[src/rtl/add_mul_arbiter_4_bit.sv]
// Two-requester arbiter for a shared combinational 4-bit add/multiply datapath.
// Operands are registered onto the datapath, settled for EXEC_CYCLES, then returned.
module add_mul_arbiter_4_bit #(
   parameter int unsigned EXEC_CYCLES = 1,
   parameter bit          RR_EN       = 1'b1
) (
   input  logic       clk,
   input  logic       rst_n,
   input  logic       req0_valid,
   output logic       req0_ready,
   input  logic       req0_op,
   input  logic [3:0] req0_a,
   input  logic [3:0] req0_b,
   input  logic       req1_valid,
   output logic       req1_ready,
   input  logic       req1_op,
   input  logic [3:0] req1_a,
   input  logic [3:0] req1_b,
   output logic       resp0_valid,
   input  logic       resp0_ready,
   output logic [7:0] resp0_data,
   output logic       resp1_valid,
   input  logic       resp1_ready,
   output logic [7:0] resp1_data,
   output logic [3:0] dp_a,
   output logic [3:0] dp_b,
   input  logic [7:0] dp_mul,
   input  logic [3:0] dp_add,
   output logic       busy
);

   localparam logic [3:0] CNT_LOAD = 4'(EXEC_CYCLES - 1);

   typedef enum logic [1:0] {
      IDLE,
      EXEC,
      RESP
   } state_t;

   state_t     state_q, state_d;
   logic       ptr_q, ptr_d;
   logic       owner_q, owner_d;
   logic       op_q, op_d;
   logic [3:0] a_q, a_d;
   logic [3:0] b_q, b_d;
   logic [3:0] cnt_q, cnt_d;
   logic [7:0] res_q, res_d;
   logic       busy_q;
   logic       winner;
   logic       grant;
   logic       resp_hs;

   // Contention goes to the pointer's requester only in round-robin mode.
   always_comb begin
      winner = 1'b0;
      if (req0_valid && req1_valid) begin
         winner = RR_EN ? ptr_q : 1'b0;
      end else begin
         winner = req1_valid;
      end
      grant   = (state_q == IDLE) && (req0_valid || req1_valid);
      resp_hs = (state_q == RESP) && (owner_q ? resp1_ready : resp0_ready);
   end

   always_ff @(posedge clk or negedge rst_n) begin
      if (!rst_n) begin
         state_q <= IDLE;
         ptr_q   <= 1'b0;
         owner_q <= 1'b0;
         op_q    <= 1'b0;
         a_q     <= '0;
         b_q     <= '0;
         cnt_q   <= '0;
         res_q   <= '0;
         busy_q  <= 1'b0;
      end else begin
         state_q <= state_d;
         ptr_q   <= ptr_d;
         owner_q <= owner_d;
         op_q    <= op_d;
         a_q     <= a_d;
         b_q     <= b_d;
         cnt_q   <= cnt_d;
         res_q   <= res_d;
         busy_q  <= (state_d != IDLE);
      end
   end

   always_comb begin
      state_d = state_q;
      ptr_d   = ptr_q;
      owner_d = owner_q;
      op_d    = op_q;
      a_d     = a_q;
      b_d     = b_q;
      cnt_d   = cnt_q;
      res_d   = res_q;
      case (state_q)
         IDLE: begin
            if (grant) begin
               owner_d = winner;
               op_d    = winner ? req1_op : req0_op;
               a_d     = winner ? req1_a : req0_a;
               b_d     = winner ? req1_b : req0_b;
               cnt_d   = CNT_LOAD;
               state_d = EXEC;
            end
         end
         EXEC: begin
            if (cnt_q == '0) begin
               res_d   = op_q ? dp_mul : {4'b0000, dp_add};
               state_d = RESP;
            end else begin
               cnt_d = cnt_q - 4'd1;
            end
         end
         RESP: begin
            if (resp_hs) begin
               state_d = IDLE;
               if (RR_EN) begin
                  ptr_d = ~owner_q;
               end
            end
         end
         default: state_d = IDLE;
      endcase
   end

   // Ready is masked by reset so every output reads 0 while reset is held.
   always_comb begin
      req0_ready  = grant && !winner && rst_n;
      req1_ready  = grant && winner && rst_n;
      resp0_valid = (state_q == RESP) && !owner_q;
      resp1_valid = (state_q == RESP) && owner_q;
      resp0_data  = resp0_valid ? res_q : '0;
      resp1_data  = resp1_valid ? res_q : '0;
      dp_a        = a_q;
      dp_b        = b_q;
      busy        = busy_q;
   end

endmodule

[config.mk]
export PLATFORM = sky130hd
export DESIGN_NAME = add_mul_arbiter_4_bit
export DESIGN_NICKNAME = d
export VERILOG_FILES = /design/src/rtl/add_mul_arbiter_4_bit.sv
export SDC_FILE = /design/constraint.sdc
export NUM_CORES = 1
export LEC_CHECK = 0
export CAP_MARGIN = 5
export CORE_MARGIN = 5
export CORE_UTILIZATION = 38
export CTS_BUF_LIST = sky130_fd_sc_hd__clkbuf_4
export DETAILED_ROUTE_END_ITERATION = 10
export GPL_ROUTABILITY_DRIVEN = 1
export PLACE_DENSITY = 0.78
export SLEW_MARGIN = 20
export SYNTH_ARGS = -nofsm -noshare
export SYNTH_HDL_FRONTEND = slang
export SYNTH_SLANG_ARGS = --single-unit
[constraint.sdc]
create_clock -name clk -period 1.5 [get_ports clk]
set_input_delay 0.225 -clock clk [delete_from_list [all_inputs] [get_ports clk]]
set_output_delay 0.225 -clock clk [all_outputs]
set_load 0.05 [all_outputs]
==> results.cfg <==
[timing]
setup_violations = 23
hold_viol_final = 0
slew_headroom = 0.741
maxSlewViolCount = 0
finClkSkew_ns = 0.00734
min_period_over_period = 1.18
rsz0062_at_grt = yes
finalWorstSetupSlack_ns = -0.269
fin_setup_tns_ns = -4.15
timing.final.crit_period_ns = 1.77
worst_pin_slew_ns = 0.388
fmax_ghz = 0.565

[clocking]
htree_levels = 1
cts.sink_count = 26
cts_tree = done
cts_buffers = 3
ctsHoldBuffers = 0
path_clk_slew_ns = 0.13
clockBufferDepth = 2
root_buffer = clkbuf_4
clkLatencyLatePin_ns = 0.31

[synth]
yosysUniqueCellTypes = 32
yosys-top-cells-count = 26 x dfrtp_1, 19 x and3_1, 10 x and2_1
avgSynthCellArea_sq_um = 10.9
synth_top_area_share = 0.467
synth_seq_cells = 26
synth_fp_nets = 165
ys_top_cells_by_area = dfrtp_1 47%, and3_1 8.5%, a221o_1 6.5%, mux2i_1 5.0%, and2_1 4.5%
syn_inst = 128
ys_warn_count = 0
synthesis.area_sq_um = 1390
synth_flop_cell = dfrtp_1
synth_edf_count = 0
seq_area_frac_synth = 0.467
synth_top_cell_by_area = dfrtp_1
synth.most_common_cell = dfrtp_1
async_reset_ff_frac = 1.00

[worst_setup_path]
slowest_delay_ns = 0.44
critical_path.endpoint_type = output port
cp_top_family = simple AND/OR/NAND/NOR gates
start_kind = flop
r2r_end = op_q$_DFFE_PN0P_
path_class = reg2out
crit_buf_inv = 2
worstPathArrival_ns = 1.54
crit_required_ns = 1.27
r2r_cells = 6
crit_path_cell_trace = nor2b_2 -> nor2b_4 -> buf_6 -> and2_4 -> buf_12
rrSetupSlack_ns = -0.03
cp_max_fo = 5
r2r-start = state_q[0]$_DFF_PN0_
cp_slowest_cell = dfrtp_1

[cells_and_area]
postLayoutCoreUtil = 0.741
fill_cells = 239
drive_gt1_frac = 0.482
diodes = 0
areaGrowthSynthToFinish_pct = 91.9
layoutNonFillerInstCount = 266
fin_nets = 257

[placement]
dp_cells = 249
port_buffers = 64
place_ws_ns = -0.126
gp_congestion = 0.798
dpl.hpwl_um = 3420

[drt]
drc = 0
viasPerCell = 5.00
drt_first_iter_violations = 68
dr.pass1.iters = 4
wirelength_um = 4490
ant_nets = 0
wire_per_inst_um = 16.9
vias = 1330

[run_status]
violations = setup timing
status = finished with violations

[global_route]
grt_pass1_vias = 1496
overflow = 0
grtUsageTotal = 0.185
grt_max_degree = 14
grt_pass1_wl_um = 7470
antenna_found_initial = 0

[floorplan]
die_area_sq_um = 4980
rows = 22
ios = 65
die_h_um = 70.5
core_sq_um = 3610
die_w_um = 70.5
start_util = 0.386

[pwr]
ir_drop_v = 0.00133
power_density_nw_per_um2 = 1810
p_leak_uw = 0.00123

[job]
drv_cap = 0

[hold_path]
hold_path.class = in2async
## metal layers
metal / wire (um) / GRT usage / up-vias
met5: 0 / 0 / -
met4: 45 / 0.0501 / 0
met3: 324 / 0.0440 / 6
met2: 2340 / 0.345 / 63
met1: 1780 / 0.212 / 618
li1: - / - / 643
## through the flow
step / hold slack (ns) / area [sq um] / power (uW)
finish: 0.391 / 2670 / 4840
global route: 0.379 / 2670 / 5090
CTS: 0.378 / 2600 / 4710
detailed placement: 0.512 / 2430 / 4180
global placement: 0.508 / 2430 / 4090
floorplan: -0.0706 / 1430 / 2910
## worst max-delay path by stage
stage	startpoint	end	depth (start not counted)
global route	state_q[0]$_DFF_PN0_	resp0_data[1]	5
detailed placement	req0_valid	req0_ready	4
global placement	req0_valid	req0_ready	4
finish	state_q[0]$_DFF_PN0_	resp0_data[5]	5
CTS	state_q[1]$_DFF_PN0_	req1_ready	5
floorplan	state_q[0]$_DFF_PN0_	req0_ready	3
## placed cells by master, fill, tap and decap left out, types with 8 or more instances in the layout
cell	Yosys	final
buf_4	0	29
and3_1	19	9
buf_6	1	8
dfrtp_1	26	25
buf_12	0	23
a221o_1	9	9
and2_4	0	10
and3_4	0	10
clkdlybuf4s50_1	0	35
## sequential cells by signal, summed over array words and instances, names as in the netlist
register and count:
busy 1, ptr_q 1, owner_q 1, res_q 8, dp_a 4, cnt_q 4
state_q 2, dp_b 4, op_q 1
## timing repair
item / CTS / global route
endpoints found under the setup margin: 27 / 29
gates resized for setup: 24 / 9
pin swaps: 12 / 4
buffers inserted: 7 / 6
cloned: 1 / 0
## power by group
part	leakage, uW	switching, uW	total [uW]	internal (uW)
registers	0.000323	285	1280	991
logic	0.000896	1610	3290	1680
clock network	0.0000138	183	277	93.7
## final cells by class
type / instances / area (sq um) / share of cell area
Multi-Input combinational cell: 87 / 793 / 0.297
Tap cell: 48 / 60.1 / 0.0225
Sequential cell: 26 / 652 / 0.244
Inverter: 7 / 26.3 / 0.00983
Timing Repair Buffer: 95 / 1120 / 0.419
Clock buffer: 3 / 22.5 / 0.00843
## cell families (layout without fill, tap and decap cells)
kind of cell | after synthesis | in the layout | share of synthesized area
simple gates | 50 | 50 | 0.221
flops | 26 | 26 | 0.467
compound gates | 20 | 20 | 0.120
mux | 16 | 16 | 0.134
buf+inv | 15 | 105 | 0.0485
fa+ha+maj | 1 | 1 | 0.00898
Power figures use the tool's default switching activity.
